$ cat src/rtl/nec_pkg.sv
// Shared NEC infrared protocol definitions: state encoding, default tick
// counts on the 56.25 us protocol clock, and small helpers.
`timescale 1ns/1ps
package nec_pkg;

  typedef enum logic [2:0] {
    IDLE,
    LEAD_MARK,
    LEAD_SPACE,
    BIT_MARK,
    BIT_SPACE,
    STOP_MARK,
    GAP
  } nec_state_t;

  localparam int NEC_CLK_PERIOD_NS     = 56250;
  localparam int NEC_WORD_BITS         = 32;
  localparam int NEC_BURST_TICKS       = 10;
  localparam int NEC_LEAD_MARK_TICKS   = 160;
  localparam int NEC_LEAD_SPACE_TICKS  = 80;
  localparam int NEC_ZERO_SPACE_TICKS  = 10;
  localparam int NEC_ONE_SPACE_TICKS   = 30;
  localparam int NEC_GAP_TICKS         = 89;

  // Largest of the six tick counts; sizes the shared down-counter.
  function automatic int maxTicks(input int a, input int b, input int c,
                                  input int d, input int e, input int f);
    int m;
    m = a;
    if (b > m) m = b;
    if (c > m) m = c;
    if (d > m) m = d;
    if (e > m) m = e;
    if (f > m) m = f;
    return m;
  endfunction

  // States in which the line carries a carrier burst (driven low).
  function automatic logic isMark(input nec_state_t s);
    return (s == LEAD_MARK) || (s == BIT_MARK) || (s == STOP_MARK);
  endfunction

endpackage

$ cat src/rtl/nec_tick_timer.sv
// Loadable down-counter with a zero flag. A load of N-1 makes the flag rise
// exactly N-1 ticks later, so a phase loaded with N-1 lasts N ticks when the
// owner moves on at the tick where the flag is set.
`timescale 1ns/1ps
module nec_tick_timer #(
  parameter int W = 8
) (
  input  logic         clk_i,
  input  logic         rst_i,
  input  logic         load_i,
  input  logic [W-1:0] value_i,
  output logic         zero_o
);

  logic [W-1:0] count_q;

  // Load has priority; otherwise count down and rest at zero.
  always_ff @(posedge clk_i or posedge rst_i) begin
    if (rst_i) begin
      count_q <= '0;
    end else if (load_i) begin
      count_q <= value_i;
    end else if (count_q != '0) begin
      count_q <= count_q - W'(1);
    end
  end

  assign zero_o = (count_q == '0);

endmodule

$ cat src/rtl/ir_transmitter.sv
// NEC infrared transmitter: serialises a 32-bit word MSB first onto an
// active-low IR line as leader mark/space, 32 pulse-distance bits, a stop
// burst and an idle guard gap. The line comes straight from a flop.
`timescale 1ns/1ps
module ir_transmitter
  import nec_pkg::*;
#(
  parameter int BURST_TICKS      = NEC_BURST_TICKS,
  parameter int LEAD_MARK_TICKS  = NEC_LEAD_MARK_TICKS,
  parameter int LEAD_SPACE_TICKS = NEC_LEAD_SPACE_TICKS,
  parameter int ZERO_SPACE_TICKS = NEC_ZERO_SPACE_TICKS,
  parameter int ONE_SPACE_TICKS  = NEC_ONE_SPACE_TICKS,
  parameter int GAP_TICKS        = NEC_GAP_TICKS
) (
  input  logic        nec_clk,
  input  logic        reset,
  input  logic [31:0] tx_word,
  input  logic        tx_valid,
  output logic        tx_ready,
  output logic        ir_signal,
  output logic        tx_done
);

  localparam int MAX_TICKS = maxTicks(BURST_TICKS, LEAD_MARK_TICKS, LEAD_SPACE_TICKS,
                                      ZERO_SPACE_TICKS, ONE_SPACE_TICKS, GAP_TICKS);
  localparam int CNT_W     = (MAX_TICKS > 1) ? $clog2(MAX_TICKS) : 1;

  nec_state_t  state_q, state_d;
  logic [31:0] shift_q, shift_d;
  logic [4:0]  bitCnt_q, bitCnt_d;
  logic        ir_q, ir_d;
  logic        done_q, done_d;

  logic             timerLoad;
  logic [CNT_W-1:0] timerValue;
  logic             timerZero;

  nec_tick_timer #(
    .W(CNT_W)
  ) u_timer (
    .clk_i  (nec_clk),
    .rst_i  (reset),
    .load_i (timerLoad),
    .value_i(timerValue),
    .zero_o (timerZero)
  );

  // State, shift register, bit counter and the registered line/done outputs.
  always_ff @(posedge nec_clk or posedge reset) begin
    if (reset) begin
      state_q  <= IDLE;
      shift_q  <= '0;
      bitCnt_q <= '0;
      ir_q     <= 1'b1;
      done_q   <= 1'b0;
    end else begin
      state_q  <= state_d;
      shift_q  <= shift_d;
      bitCnt_q <= bitCnt_d;
      ir_q     <= ir_d;
      done_q   <= done_d;
    end
  end

  // Next-state logic: each phase reloads the timer with its length minus one
  // and advances when the timer reads zero. The line level is taken from the
  // next state so it changes on the same edge as the state.
  always_comb begin
    state_d    = state_q;
    shift_d    = shift_q;
    bitCnt_d   = bitCnt_q;
    done_d     = 1'b0;
    timerLoad  = 1'b0;
    timerValue = '0;
    case (state_q)
      IDLE: begin
        if (tx_valid) begin
          state_d    = LEAD_MARK;
          shift_d    = tx_word;
          timerLoad  = 1'b1;
          timerValue = CNT_W'(LEAD_MARK_TICKS - 1);
        end
      end
      LEAD_MARK: begin
        if (timerZero) begin
          state_d    = LEAD_SPACE;
          timerLoad  = 1'b1;
          timerValue = CNT_W'(LEAD_SPACE_TICKS - 1);
        end
      end
      LEAD_SPACE: begin
        if (timerZero) begin
          state_d    = BIT_MARK;
          bitCnt_d   = 5'd31;
          timerLoad  = 1'b1;
          timerValue = CNT_W'(BURST_TICKS - 1);
        end
      end
      BIT_MARK: begin
        if (timerZero) begin
          state_d    = BIT_SPACE;
          timerLoad  = 1'b1;
          timerValue = shift_q[31] ? CNT_W'(ONE_SPACE_TICKS - 1)
                                   : CNT_W'(ZERO_SPACE_TICKS - 1);
        end
      end
      BIT_SPACE: begin
        if (timerZero) begin
          shift_d    = {shift_q[30:0], 1'b0};
          timerLoad  = 1'b1;
          timerValue = CNT_W'(BURST_TICKS - 1);
          if (bitCnt_q == 5'd0) begin
            state_d = STOP_MARK;
          end else begin
            state_d  = BIT_MARK;
            bitCnt_d = bitCnt_q - 5'd1;
          end
        end
      end
      STOP_MARK: begin
        if (timerZero) begin
          state_d    = GAP;
          done_d     = 1'b1;
          timerLoad  = 1'b1;
          timerValue = CNT_W'(GAP_TICKS - 1);
        end
      end
      GAP: begin
        if (timerZero) begin
          state_d = IDLE;
        end
      end
      default: begin
        state_d = IDLE;
      end
    endcase
    ir_d = ~isMark(state_d);
  end

  assign tx_ready  = (state_q == IDLE);
  assign ir_signal = ir_q;
  assign tx_done   = done_q;

endmodule

$ cat config.mk
export PLATFORM = sky130hd
export DESIGN_NAME = ir_transmitter
export DESIGN_NICKNAME = d
export VERILOG_FILES = /design/src/rtl/nec_pkg.sv /design/src/rtl/nec_tick_timer.sv /design/src/rtl/ir_transmitter.sv
export SDC_FILE = /design/constraint.sdc
export NUM_CORES = 1
export LEC_CHECK = 0
export CAP_MARGIN = 20
export CORE_UTILIZATION = 41
export CTS_BUF_LIST = sky130_fd_sc_hd__clkbuf_8 sky130_fd_sc_hd__clkbuf_16
export DETAILED_ROUTE_END_ITERATION = 8
export HOLD_SLACK_MARGIN = 0.05
export MAX_ROUTING_LAYER = met4
export PLACE_DENSITY = 0.67
export SYNTH_ARGS = -nofsm -noshare
export SYNTH_HDL_FRONTEND = slang
export SYNTH_SLANG_ARGS = --single-unit
export TNS_END_PERCENT = 30
$ cat constraint.sdc
create_clock -name nec_clk -period 4.4 [get_ports nec_clk]
set_clock_uncertainty 0.2 [all_clocks]
set_input_delay 0.44 -clock nec_clk [delete_from_list [all_inputs] [get_ports nec_clk]]
set_output_delay 0.44 -clock nec_clk [all_outputs]
set_load 0.005 [all_outputs]
==> reports/results.md <==
| Stage | Parameter | Value |
|:---|:---|:---|
| outcome | Outcome | completed |
| cells and area | Layout Cells excl Fill | 372 |
| pwr | Seq pwr share | 54.4% |
| logic synthesis | Combinational family with the most area after synthesis | compound AO/OA/AOI/OAI gates |
| floorplanning | Core box area | 0.00606 sq mm |
| route | Number of antenna-violating nets in the routed design | 0 |
| timing | Maximum clock frequency | 0.365 GHz |
| critical path | Origin of the worst setup path | state_q[2]$_DFF_PP0_ |
| clock network | Total of cells resized after clock tree synthesis | 0 |
| clock network | Clock network latency to the later pin of the worst-skew pair | 0.31 ns |
| global route | Total grt overflow | 0 |
| global route | Antenna violations before repair | 0 |
| cells and area | Total Nets Final | 334 |
| clock network | CTS Root Buffer Type | sky130_fd_sc_hd__clkbuf_8 |
| cells and area | Syn-to-layout area delta | 20.5% |
| critical path | Kind of critical path | reg2reg |
| floorplanning | Site Rows | 28 |
| logic synthesis | Cells after synthesis | 265 |
| logic synthesis | Adder-Cell Fraction of Synth Area | 1.79% |
| timing | Share of the clock period used by the worst path after layout | 62.2% |
| clock network | Inserted Clock Buffers | 5 |
| pwr | Net Sw Power | 511 uW |
| route | 1st-pass router iterations | 4 |
| placement | Total of buffers placed on input and output ports | 37 |
| floorplanning | Area of the die | 0.00679 sq mm |
| critical path | Kind of end point of the critical path | flip-flop |
| floorplanning | Starting Density | 43.7% |
| pwr | IR drop worst, VDD | 0.211 mV |
| global route | Pin count of the biggest net entering global routing | 64 |
| pwr | PD cells | 462 mW/mm^2 |
| critical path | Largest driver fanout on the critical path | 25 |
| route | Via density per instance | 5.49 |
| clock network | CTS tree | built |
| logic synthesis | Xor and xnor area share after synthesis | 1.32% |
| critical path | CP Data Arrival Time | 2.73 ns |
| floorplanning | Boundary pin count | 38 |
| clock network | Clock Sinks | 50 |
| route | Total via count after detailed routing | 2,044 |
| logic synthesis | Number of enable flip-flop cells after synthesis | 0 |
| clock network | Number of hold-repair buffers added at the cts stage | 0 |
| timing | Setup repair after global routing missed its margin | false |
| logic synthesis | Flops & latches, synth | 50 |
| route | Drt wl/cell | 14.0 um |
| floorplanning | Die height | 82.4 um |
| clock network | Maximum clock insertion buffer count | 2 |
| pwr | Gate power share | 26.0% |
| logic synthesis | Count of synthesis-stage warnings from yosys | 0 |
| logic synthesis | Proportion of register bits with asynchronous set or reset after synthesis | 100% |
| logic synthesis | Top_reg_cell synth | sky130_fd_sc_hd__dfrtp_1 |
| global route | Via count of the first global-routing pass | 1,868 |
| global route | Wire length of the first global-routing pass | 8820 um |
| cells and area | Commonest non-fill, non-tap cell in the layout | sky130_fd_sc_hd__dfrtp_1 |
| placement | RD Place Congestion | 0.804 |
| timing | Total negative slack for setup checks | 0 ns |
| pwr | Clk pwr share | 19.6% |
| hold path | Tightest Hold Check Type | in2async |
| logic synthesis | Number of nets in the synthesized netlist | 303 |
| cells and area | Antenna diode count | 0 |
| route | # DRC | 0 |
| cells and area | Ratio of cells with drive above 1 in the final layout | 9.76% |
| pwr | Cell leakage power | 0.00125 uW |
| route | Sum of routed wire length over all layers | 5200 um |
| timing | Final max-slew violation count | 0 |
| critical path | Critical path required time | 4.39 ns |
| clock network | Clock input transition at the sequential cells of the worst setup and hold paths | 0.10 ns |
| placement | HPWL after detailed placement | 3570 um |
| logic synthesis | Synth Area in Compound Gates | 17.1% |
| route | Starting DRC count in detailed routing | 104 |
| timing | Transition time at the pin with the least slew margin | 0.890 ns |
| placement | Cell Count Post-Placement | 363 |
| logic synthesis | Portion of netlist area occupied by mux cells | 12.5% |
| timing | Final Hold Viols | 0 |
| pwr | Switching Share | 34.6% |
| cells and area | Most used cells in the layout excluding fill and tap cells | sky130_fd_sc_hd__dfrtp_1 (49), sky130_fd_sc_hd__nand2_1 (38), sky130_fd_sc_hd__o21ai_0 (38) |
| pwr | Internal power of the cells | 964 uW |
| cells and area | FILL cells | 559 |
| timing | Number of endpoints failing setup at the final stage | 0 |
| logic synthesis | Synthesized area per cell | 10.0 sq um |
| logic synthesis | Post-Synth Simple-Gate Area | 16.3% |
| critical path | Crit Reg-Reg Startpoint | state_q[2]$_DFF_PP0_ |
| global route | Total track usage | 17.7% |
| logic synthesis | Summed instance area of the synthesized netlist | 0.00265 sq mm |
| timing | Min Tclk post-route | 2.74 ns |
| timing | Relative slew slack | 40.4% |
| clock network | Clock H-tree levels | 2 |
| floorplanning | Die X | 82.4 um |
| flow run | Maximum capacitance violations | 0 |
| logic synthesis | Portion of the post-synthesis area used by sequential elements | 47.2% |
| logic synthesis | Synth unique cells | 52 |
| critical path | Category of the worst setup path launch point | flip-flop |
| clock network | Post CTS Setup Buffer Count | 0 |
## cells in the mapped netlist, drive strengths merged (3+ instances only)
master	instances	area, sq um
a211oi	4	30.0
a21oi	8	40.0
and4	3	26.3
buf	7	35.0
clkbuf	9	33.8
dfrtp	49	1230
ha	3	37.5
inv	7	26.3
mux2i	32	320
nand2	38	143
nor2	8	32.5
nor3	8	51.3
nor3b	4	35.0
o211ai	3	22.5
o21ai	39	199
## state kept, by name, indices dropped and copies added (netlist names)
name / count
u_timer.count_q: 8
tx_done: 1
ir_signal: 1
bitCnt_q: 5
state_q: 3
shift_q: 32
## cell type report
cell class / instances / area [sq um] / area share, %
multi-input combinational: 191 / 1310 / 41.1
sequential: 50 / 1250 / 39.2
timing repair buffer: 40 / 405 / 12.7
tap: 75 / 93.8 / 2.94
clock buffer: 6 / 82.6 / 2.59
inverter: 8 / 30.0 / 0.940
clock inverter: 2 / 16.3 / 0.509
## logic make-up (layout without fill, tap and decap cells)
family | count (synthesis) | in the layout
and+or+nand+nor | 77 | 77
AOI/OAI and AO/OA | 73 | 73
DFF | 50 | 50
xor gates and xnor gates | 4 | 4
muxes | 33 | 33
buffers and inverters | 24 | 56
adders and majority gates | 4 | 4
## stage by stage
step                hold WS (ns)  total power [uW]  cell area, sq um  util, %  setup WS (ns)
floorplan                  0.250              1060              2650        -           2.30
detailed placement         0.270              1200              3080     50.7           1.69
global route               0.214              1600              3190     52.7           1.51
global placement           0.266              1180              3080     50.7           1.73
CTS                        0.291              1490              3170     52.4           1.67
finish                     0.193              1470              3190     52.7           1.66
## power by group through the flow
stage | Sequential [uW] | Combinational, uW | Clock (uW)
global placement | 804 | 374 | 0
detailed placement | 809 | 387 | 0
floorplan | 749 | 312 | 0
CTS | 802 | 387 | 301
finish | 802 | 383 | 290
global route | 829 | 444 | 323
## layer usage
| layer | part of all wire, % | track usage, % |
|---|---|---|
| met1 | 49 | 23.9 |
| met2 | 47 | 26.4 |
| met3 | 3.7 | 3.30 |
| met4 | 1.2 | 6.32 |
| met5 | 0 | - |
## critical path: stages, from the launching register on
cell	delay (ns)
sky130_fd_sc_hd__dfrtp_1	0.71
sky130_fd_sc_hd__nor3b_2	0.83
sky130_fd_sc_hd__buf_4	0.51
sky130_fd_sc_hd__nand2_1	0.10
sky130_fd_sc_hd__mux2_2	0.26
## final timing paths
kind	endpoint	slack (ns)	depth (start not counted)
setup / recovery	bitCnt_q[1]$_DFFE_PP0P_	1.66	4
hold / removal	u_timer.count_q[5]$_DFFE_PP0P_	0.19	2
setup reg to reg	bitCnt_q[1]$_DFFE_PP0P_	1.66	4
hold reg to reg	shift_q[27]$_DFFE_PP0P_	0.28	2
max in group asynchronous	bitCnt_q[3]$_DFFE_PP0P_	3.31	3
min in group nec_clk	shift_q[27]$_DFFE_PP0P_	0.28	2
Power figures use the tool's default switching activity.
